### src/rtl/uart_tx_fifo.sv
// Byte FIFO feeding a UART transmitter through a start/done handshake.
// Optional drop counter (o_ovf_count) enabled by defining UART_TX_FIFO_OVF_CNT_EN.
module uart_tx_fifo #(
  parameter int DEPTH  = 16,
  parameter int ADDR_W = 4
) (
  input  logic              clk_100MHz,
  input  logic              reset,
  input  logic              i_wr_en,
  input  logic [7:0]        i_wr_data,
  output logic              o_full,
  output logic              o_empty,
  output logic [ADDR_W:0]   o_count,
  output logic              o_overflow,
`ifdef UART_TX_FIFO_OVF_CNT_EN
  output logic [7:0]        o_ovf_count,
`endif
  output logic              o_tx_start,
  output logic [7:0]        o_tx_data,
  input  logic              i_tx_done,
  output logic [1:0]        dbg_state
);

  // Transmitter handshake: o_tx_start is a single-cycle request that latches
  // o_tx_data; the transmitter answers with a single-cycle i_tx_done, which is
  // only honoured while waiting for it. Host writes have no back-pressure.
  typedef enum logic [1:0] {
    S_IDLE      = 2'd0,
    S_START     = 2'd1,
    S_WAIT_DONE = 2'd2,
    S_GAP       = 2'd3
  } state_t;

  localparam logic [ADDR_W:0] FULL_CNT = (ADDR_W+1)'(DEPTH);

  state_t            state, state_nxt;
  logic [7:0]        mem [DEPTH];
  logic [ADDR_W-1:0] wr_ptr, rd_ptr;
  logic [ADDR_W:0]   count;
  logic [7:0]        tx_data;
  logic              overflow;
  logic              pop, tx_start, wr_accept;

  always_comb begin
    state_nxt = state;
    pop       = 1'b0;
    tx_start  = 1'b0;
    case (state)
      S_IDLE: begin
        if (count != '0) begin
          pop       = 1'b1;
          state_nxt = S_START;
        end
      end
      S_START: begin
        tx_start  = 1'b1;
        state_nxt = S_WAIT_DONE;
      end
      S_WAIT_DONE: begin
        if (i_tx_done) state_nxt = S_GAP;
      end
      S_GAP:   state_nxt = S_IDLE;
      default: state_nxt = S_IDLE;
    endcase
  end

  // A pop in the same cycle frees the head slot, so a write into a full
  // FIFO is still taken when the FSM is draining it.
  assign wr_accept = i_wr_en && ((count != FULL_CNT) || pop);

  always_ff @(posedge clk_100MHz) begin
    if (reset) begin
      state    <= S_IDLE;
      wr_ptr   <= '0;
      rd_ptr   <= '0;
      count    <= '0;
      tx_data  <= 8'h00;
      overflow <= 1'b0;
    end else begin
      state    <= state_nxt;
      overflow <= i_wr_en && !wr_accept;
      if (wr_accept) wr_ptr <= wr_ptr + ADDR_W'(1);
      if (pop) begin
        rd_ptr  <= rd_ptr + ADDR_W'(1);
        tx_data <= mem[rd_ptr];
      end
      case ({wr_accept, pop})
        2'b10:   count <= count + (ADDR_W+1)'(1);
        2'b01:   count <= count - (ADDR_W+1)'(1);
        default: count <= count;
      endcase
    end
  end

  always_ff @(posedge clk_100MHz) begin
    if (!reset && wr_accept) mem[wr_ptr] <= i_wr_data;
  end

`ifdef UART_TX_FIFO_OVF_CNT_EN
  logic [7:0] ovf_cnt;

  always_ff @(posedge clk_100MHz) begin
    if (reset) begin
      ovf_cnt <= 8'h00;
    end else if (i_wr_en && !wr_accept && ovf_cnt != 8'hFF) begin
      ovf_cnt <= ovf_cnt + 8'h01;
    end
  end

  assign o_ovf_count = ovf_cnt;
`endif

  assign o_full     = (count == FULL_CNT);
  assign o_empty    = (count == '0);
  assign o_count    = count;
  assign o_overflow = overflow;
  assign o_tx_start = tx_start;
  assign o_tx_data  = tx_data;
  assign dbg_state  = state;

endmodule
### config.mk
export PLATFORM = sky130hd
export DESIGN_NAME = uart_tx_fifo
export DESIGN_NICKNAME = d
export VERILOG_FILES = /design/src/rtl/uart_tx_fifo.sv
export SDC_FILE = /design/constraint.sdc
export NUM_CORES = 1
export LEC_CHECK = 0
export ABC_AREA = 1
export CORE_MARGIN = 3
export CORE_UTILIZATION = 30
export CTS_CLUSTER_SIZE = 30
export DETAILED_ROUTE_END_ITERATION = 8
export PLACE_DENSITY = 0.53
export SETUP_SLACK_MARGIN = 0.4
export SYNTH_ARGS = -nofsm -noshare
export SYNTH_HDL_FRONTEND = slang
export SYNTH_SLANG_ARGS = --single-unit
### constraint.sdc
create_clock -name clk_100MHz -period 1.98 [get_ports clk_100MHz]
set_input_delay 0.198 -clock clk_100MHz [delete_from_list [all_inputs] [get_ports clk_100MHz]]
set_output_delay 0.198 -clock clk_100MHz [all_outputs]
set_load 0.05 [all_outputs]
# Yosys cells after proc, flatten, opt, wreduce, memory -nomap -nowiden
# Memories as Yosys holds them, arrays and structs flattened. A register that Yosys moved wholly into a read port is not among the register bits.
# Cells that the tools add are included.
# W data, S select, Z words.
# totals
input_bits	12
ramBits	128
regBits	16
out_inout_bits	19
mem_count	1
# mem_list
memory	words	width	read_ports	rd_ports_with_merged_regs	wr	line	text
mem	16	8	1	1	1	37	logic [7:0] mem [DEPTH];
# op_classes
n_eq_ne	9
n_mux	9
addsub	4
reduce_logical	11
# op_table
cell	count
$pmux W5 S2	1
$add A4 B1 Y4 const B	2
$pmux W2 S4	1
$eq A2 B2 Y1 const B	3
$add A5 B1 Y5 const B	1
$eq A5 B5 Y1 const B	1
$logic_not A5 Y1	1
$mux W1	5
$ne A5 B5 Y1 const B	1
$reduce_bool A5 Y1	1
$sub A5 B1 Y5 const B	1
$eq A2 B1 Y1 const B	2
$mux W2	2
$ne A2 B2 Y1 const B	2
$logic_and A1 B1 Y1	3
$logic_not A1 Y1	2
$logic_not A2 Y1	1
$reduce_and A2 Y1	1
$reduce_bool A2 Y1	1
$logic_or A1 B1 Y1	1

# Depth between registers and ports, before layout
# Gate-level depths: netlist of the first run.
# logic_depth
ltp_word	8
mapped_depth	13
ltp_nobuf	13

# Worst setup path after synthesis of the first run
# Ideal clock, no wire load.
# synth_timing
path_kind	flip-flop to flip-flop
from	register count[2], in the netlist o_count[2]
to	memory mem[10][0], enable pin
path_buffers	0
period_less_slack_ns	2.354
setup_slack_ns	-0.374
stages_incl_launch_ff	9
arrival_ns	1.984
setup_time_ns	0.370
required_time_ns	1.610
cell_sequence	dfxtp_1 nor2_2 nand3_1 inv_1 nand2_1 nand2_2 nor2_2 nand2_1 nor2_1
# synth_via
elab_chain_cells	8
word_cells_on_any_way	9
# synth_rtl
element	line	text
from (decl)	39	logic [ADDR_W:0] count;
from (signal assigned)	88	2'b10: count <= count + (ADDR_W+1)'(1);
from (signal assigned)	89	2'b01: count <= count - (ADDR_W+1)'(1);
from (signal assigned)	90	default: count <= count;
$reduce_bool A5 Y1	50	if (count != '0) begin
$mux W1	50	
$mux W1	48	case (state)
$logic_or A1 B1 Y1 *	69	assign wr_accept = i_wr_en && ((count != FULL_CNT) || pop);
$logic_and A1 B1 Y1 *	69	
$logic_and A1 B1 Y1 *	96	if (!reset && wr_accept) mem[wr_ptr] <= i_wr_data;
$mux W1 *	96	
$mux W1 (not written as such) *	96	
to (decl)	37	
# Every way passes the cells marked *; elsewhere a longest branch is shown, timed or not.

# Final worst setup path of the first run
# layout_timing
from	register state[0], in the netlist dbg_state[0]
to	register count[4], in the netlist o_count[4]
# layout_via
elab_chain_cells	6
word_cells_on_any_way	8
# layout_rtl
element	line	text
from (decl)	36	state_t state, state_nxt;
from (signal assigned)	80	state <= state_nxt;
$logic_not A2 Y1 *	48	
$mux W1 *	48	
$logic_or A1 B1 Y1	69	
$logic_and A1 B1 Y1	69	
$eq A2 B1 Y1 or $eq A2 B2 Y1 (tied branches)	87	case ({wr_accept, pop})
$pmux W5 S2 or $reduce_bool A2 Y1 (tied branches)	-	
# Marks and branches as above.
# A chain may end at the register's enable or synchronous reset.

==> results.toml, run 1 <==
[status]
status = "finished, final reports clean"

[cts]
clock_sinks = 152
cts_tree = "yes"
clkLatencyLatePin_ns = 0.42
cts-buffers-inserted = 17
cts_max_path_buffers = 2
cts.clk_slew.worst_paths_ns = 0.06
cts_htree_levels = 4
hold_buffers = 0
cts_root_buffer = "clkbuf_16"

[worst_setup_path]
cp_cell_sequence = "inv_4, ha_4, nand2_4, inv_4, nand2_4, fa_2, nand3b_1, nand3_1, nand2_1, nand3_1, nand2_1, nor2_1"
endpoint_kind = "flop"
critPathBufInv = 2
r2r_slack_ns = 0.26
r2r_start = "dbg_state[0]$_SDFFE_PP0P_"
cp-start-kind = "flop"
critPathMaxFanout = 3
critPathKind = "reg2reg"
ff2ff_path_depth = 12
critPathMaxStageDelay_ns = 0.36
path_delay_family = "simple AND/OR/NAND/NOR gates"
crit_slowest_cell = "dfxtp_4"
cp.arrival_ns = 2.08
timing.rr.end = "o_count[4]$_SDFFE_PP0P_"
cp_data_required_time_ns = 2.34

[global_routing]
grt_pass1_wl_mm = 25.5
grt_max_degree = 42
antenna_found_initial = 1
globalRouteOverflowTotal = 0
grt_pass1_vias = 4674
grt_usage_pct = 14.2

[drt]
detail-route-antenna-nets = 0
drc = 0
wl_per_cell_um = 15.8
post_drt_via_cell_ratio = 4.54
drt_pass1_iterations = 4
num_vias = 4713
drtIter0Drc = 451
routed_wl_mm = 16.4

[sta]
fin_crit_sh_pct = 86.9
hold_viol_final = 0
fin_tns_setup_ns = 0
skew_ns = 0.00508
fin_ws_ns = 0.259
max_freq_ghz = 0.581
hold-worst-slack_ns = 0.463
maxSlewHeadroom_pct = 65.7
rsz0062_at_grt = "true"
fin_crit_ns = 1.72
final_max_slew_viol_count = 0
tightest_slew_ns = 0.517
setup_viol = 0

[floorplan]
ios = 31
die_w_um = 156
coreArea_mm2 = 0.0220
start_util_pct = 30.7
core.rowCount = 54
die_area_mm2 = 0.0243
dieHeight_um = 156

[finish]
stdcell_area_mm2 = 0.00853
drive_gt1_share_pct = 18.1
layout.nets = 769
fin_cells = 1037
diodes = 0
post-route-util_pct = 38.8
syn_to_final_growth_pct = 26.5

[logic_synthesis]
ys_ff_latch = 152
synthMuxAreaShare_pct = 0
synth_warnings = 0
yosysUniqueCellTypes = 26
syn_area_mm2 = 0.00674
postSynthCellCount = 682
synth-simple-area-share_pct = 22.1
avgSynthCellArea_um2 = 9.88
synth_xor_area_share_pct = 0.520
ys_seq_area_share_pct = 64.2
yosys.area_share.adder_pct = 2.52
synth_compound_area_share_pct = 2.28
syn_nets = 707
synth_top_family_by_area = "simple AND/OR/NAND/NOR gates"

[placed_design]
place.gp.congestion = 0.823
post-dp-hpwl_mm = 11.0
pre_cts_ws_ns = 0.0631
port_buffers = 30
post_dp_cell_area_mm2 = 0.00763
dp_cells = 984

[pwr]
peakVddDrop_mv = 0.664
p_leak_nw = 3.49
total_power_mw = 11.5
power-per-cell-area_mw_per_mm2 = 1350

[run]
drv_cap = 0

[worst_hold_path]
min_path_type = "in2reg"
hold-path-endpoint = "o_overflow$_SDFF_PP0_"
whs_path_depth = 3
hold_start = "i_wr_en"
-- cells in the final DEF (no fill, tap or decap), drive strengths merged --
master / n
dfxtp: 24
ha: 12
inv: 95
o21ai: 18
fa: 1
xor2: 3
clkinv: 6
xnor2: 1
a21oi: 10
clkinvlp: 6
clkbuf: 24
nor2: 64
dlygate4sd2: 12
edfxtp: 128
buf: 44
nand3: 98
nand3b: 1
nor3: 2
bufinv: 4
clkdlybuf4s50: 11
nand2: 191
o21bai: 1
o22ai: 1
-- state kept, by name (all words and copies together), names as in the netlist --
name,cells
mem,128
o_tx_data,8
o_count,5
rd_ptr,4
wr_ptr,4
dbg_state,2
o_overflow,1
-- synthesized netlist by cell type --
library cell  number  area [um2]
a21oi_1           10        50.1
buf_2              8        40.0
buf_4              8        60.1
buf_6              7        78.8
clkbuf_1           6        22.5
clkinv_1           2        7.51
dfxtp_1           24         480
edfxtp_1         128        3840
fa_1               1        20.0
ha_1              12         150
inv_1             92         345
inv_2              4        15.0
nand2_1          187         702
nand2_2            4        25.0
nand3_1           97         485
nand3_2            1        10.0
nand3b_1           1        7.51
nor2_1            61         229
nor2_2             3        18.8
nor3_1             2        10.0
o21ai_0           16        80.1
o21ai_1            2        10.0
o21bai_1           1        7.51
o22ai_1            1        6.26
xnor2_1            1        8.76
xor2_1             3        26.3
-- how the worst max path moves through the flow --
stage                                         start                 endpoint  slack [ns]  depth (start not counted)
after global routing      dbg_state[0]$_SDFFE_PP0P_  o_count[4]$_SDFFE_PP0P_        0.13                         12
final                     dbg_state[0]$_SDFFE_PP0P_  o_count[4]$_SDFFE_PP0P_        0.26                         12
after detailed placement                    i_wr_en     mem[12][4]$_DFFE_PP_        0.06                          6
after CTS                 dbg_state[1]$_SDFFE_PP0P_     mem[13][7]$_DFFE_PP_        0.19                          8
after floorplan             o_count[2]$_SDFFE_PP0P_     mem[12][0]$_DFFE_PP_        0.03                          8
after global placement                      i_wr_en     mem[12][4]$_DFFE_PP_        0.06                          6
-- power breakdown --
part | leakage [nW] | total [mW] | internal, mW | switching (mW)
Combinational | 1.84 | 4.31 | 1.51 | 2.79
Sequential | 1.36 | 3.83 | 3.68 | 0.147
Clock | 0.290 | 3.34 | 2.10 | 1.24
-- area by class of cell --
type	instances	area (um2)
Clock buffer	19	433
Clock inverter	13	179
Fill cell	2109	13400
Inverter	98	402
Multi-Input combinational cell	403	2150
Sequential cell	152	4350
Tap cell	280	350
Timing Repair Buffer	72	659
-- kinds of logic (layout without fill, tap and decap cells) --
logic type      count (synthesis)  count (layout)
compound gates                 30              30
xor+xnor                        4               4
fa+ha+maj                      13              13
buf+inv                       127             202
flops                         152             152
simple gates                  356             356
-- layer usage --
metal / vias up / share of wire [%] / global-route usage (%)
li1: 2345 / - / -
met1: 2247 / 43 / 17.9
met3: 20 / 5.5 / 3.27
met2: 101 / 50 / 24.0
met4: 0 / 1.5 / 4.63
met5: - / 0 / 0
-- worst register-to-register path, delay by kind of cell, from the launching register on --
kind	cells	cell delay [ns]
buf+inv	2	0.13
flops	1	0.36
fa+ha+maj	2	0.51
simple gates	8	0.68
-- what timing repair did --
item                                    CTS  global route
gates resized for setup                  23            41
buffers inserted                         13             8
endpoints found under the hold margin     0             0
pin swaps                                23            17
endpoints found under the setup margin  149           148
Power figures use the tool's default switching activity.
==> run 2: changes to the inputs <==
- CAP_MARGIN: unset -> 25
- CTS_CLUSTER_DIAMETER: unset -> 50
==> results of run 2 <==
Same layout as run 1: the final DEF is identical, and so are final timing and power.
==> run 3: changes to the inputs <==
- clock period: 1.98 -> 1.6 ns (I/O delays scaled with it)
==> run 3 against run 2 <==
  * The flow now finishes with violations (negative setup slack)
  * Worst setup slack worse by 0.35 ns
  * Wire length up 9.8%
  * Maximum frequency up 1.5%
  * Hold slack better by 0.011 ns
  * First-iteration DRC count down 29%
  * Sequential share of layout area down 6.5 points
  * Sequential power up 25%
  * Via count up 3.1%
  * Register-to-register slack worse by 0.35 ns
  * Critical path type unchanged
==> results.toml, run 3 (synthesized netlist as in run 1, its figures left out) <==
[global_routing]
globalRouteOverflowTotal = 0
antenna_found_initial = 0
grt_max_degree = 27
grt_usage_pct = 15.3
grt_pass1_vias = 4862
grt_pass1_wl_mm = 27.6

[drt]
routed_wl_mm = 18.0
drc = 0
drt_pass1_iterations = 4
wl_per_cell_um = 16.8
detail-route-antenna-nets = 0
post_drt_via_cell_ratio = 4.55
wl_met2_mm = 8.90
drtIter0Drc = 321
num_vias = 4859
wl_met3_um = 488
met1_length_mm = 8.34
top_layer = "met4"

[sta]
max_freq_ghz = 0.590
fin_crit_ns = 1.69
setup_viol = 130
rsz0062_at_grt = "true"
tightest_slew_ns = 0.532
fin_crit_sh_pct = 106
final_max_slew_viol_count = 0
hold_viol_final = 0
skew_ns = 0.00673
fin_tns_setup_ns = -4.42
maxSlewHeadroom_pct = 64.3
fin_ws_ns = -0.0949

[cts]
clkLatencyLatePin_ns = 0.42
cts_htree_levels = 4
cts_max_path_buffers = 2
clock_sinks = 152
cts.clk_slew.worst_paths_ns = 0.06
cts_tree = "yes"
cts_root_buffer = "clkbuf_16"
cts-buffers-inserted = 17

[worst_hold_path]
min_path_type = "in2reg"
hold_start = "i_wr_data[7]"
hold-path-endpoint = "mem[2][7]$_DFFE_PP_"
whs_path_depth = 1

[pwr]
power-per-cell-area_mw_per_mm2 = 1700
peakVddDrop_mv = 0.877
p_leak_nw = 3.97
total_power_mw = 16.6

[finish]
layout.nets = 801
fillers = 2011
post-route-util_pct = 44.5
syn_to_final_growth_pct = 45.0
drive_gt1_share_pct = 38.8
final_cell_mix = "nand2_1 (140), edfxtp_1 (128), inv_1 (82)"
diodes = 0
largest_register = "mem"
largest_reg_flops = 128
layout_commonest_cell = "nand2_1"

[worst_setup_path]
ff2ff_path_depth = 11
endpoint_kind = "flop"
r2r_start = "dbg_state[0]$_SDFFE_PP0P_"
critPathLaunch = "dbg_state[0]$_SDFFE_PP0P_"
critPathKind = "reg2reg"
cp-start-kind = "flop"
timing.rr.end = "o_count[4]$_SDFFE_PP0P_"
cp_data_required_time_ns = 1.91
r2r_slack_ns = -0.09
cp.arrival_ns = 2.01
critPathMaxFanout = 3

[status]
violations = "negative setup slack"
status = "finished with violations"

[floorplan]
start_util_pct = 30.7
die_area_mm2 = 0.0243
die_w_um = 156
coreArea_mm2 = 0.0220
dieHeight_um = 156
ios = 31
core.rowCount = 54

[placed_design]
pre_cts_ws_ns = -0.283
post-dp-hpwl_mm = 11.5
place.gp.congestion = 0.845
port_buffers = 30

[run]
drv_cap = 0
-- run 3: cell count changes in the layout (fill, tap and decap cells not counted), moves of 6 or more --
cell,delta
buf_12,+13
buf_16,+8
buf_4,+7
buf_6,+14
buf_8,+7
dlygate4sd2_1,-12
nand2_1,-42
nand2_2,+30
nand2_4,+12
nand3_1,-69
nand3_2,+65
o21ai_0,-8
o21ai_1,+6
-- run 3: repair_timing --
item | CTS | global route
hold buffers | 0 | 0
buffers inserted | 12 | 8
endpoints found under the hold margin | 0 | 0
pin swaps | 67 | 55
endpoints found under the setup margin | 161 | 161
gates resized for setup | 138 | 80
cloned | 6 | 0
-- run 3: how the worst max path moves through the flow --
stage                     depth (start not counted)  slack [ns]                      end
after CTS                                         9       -0.11      mem[2][2]$_DFFE_PP_
after global placement                            6       -0.25     mem[12][0]$_DFFE_PP_
after floorplan                                   8       -0.35     mem[12][0]$_DFFE_PP_
after detailed placement                          6       -0.28     mem[12][3]$_DFFE_PP_
after global routing                             12       -0.24  o_count[4]$_SDFFE_PP0P_
final                                            11       -0.09  o_count[4]$_SDFFE_PP0P_
-- run 3: metrics by stage --
stage | instances | instance area (um2) | hold slack [ns]
finish | 1069 | 9770 | 0.475
global route | 1069 | 9770 | 0.466
CTS | 1061 | 9390 | 0.458
detailed placement | 1011 | 7960 | 0.496
global placement | 1011 | 7960 | 0.497
floorplan | 682 | 7050 | 0.259
-- run 3: per-layer routing --
| layer | vias up | global-route usage (%) |
|---|---|---|
| met3 | 15 | 3.05 |
| met2 | 80 | 24.8 |
| met5 | - | 0 |
| met4 | 0 | 5.09 |
| li1 | 2412 | - |
| met1 | 2352 | 20.7 |
-- run 3: area by class of cell --
class                           instances  area, um2  share of cell area (%)
Timing Repair Buffer                  104       1330                    13.6
Multi-Input combinational cell        403       2780                    28.4
Tap cell                              280        350                    3.58
Sequential cell                       152       4360                    44.6
Inverter                               98        399                    4.08
Clock inverter                         15        144                    1.47
Clock buffer                           17        425                    4.35
-- run 3: report_power, final --
| part | leakage, nW | internal (mW) | switching (mW) |
|---|---|---|---|
| Combinational | 2.34 | 3.62 | 4.34 |
| Clock | 0.275 | 2.18 | 1.67 |
| Sequential | 1.36 | 4.56 | 0.215 |
| Total | 3.97 | 10.4 | 6.22 |
-- run 3: critical path: stages, from the launching register on --
cell and delay, ns:
dfxtp_4 0.35, inv_4 0.06, ha_4 0.15, nand2_4 0.05, inv_4 0.06, nand2_4 0.06, fa_2 0.35, nand3b_1 0.18
nand3_1 0.08, nand2_1 0.07, a21oi_1 0.13, nor2_1 0.05
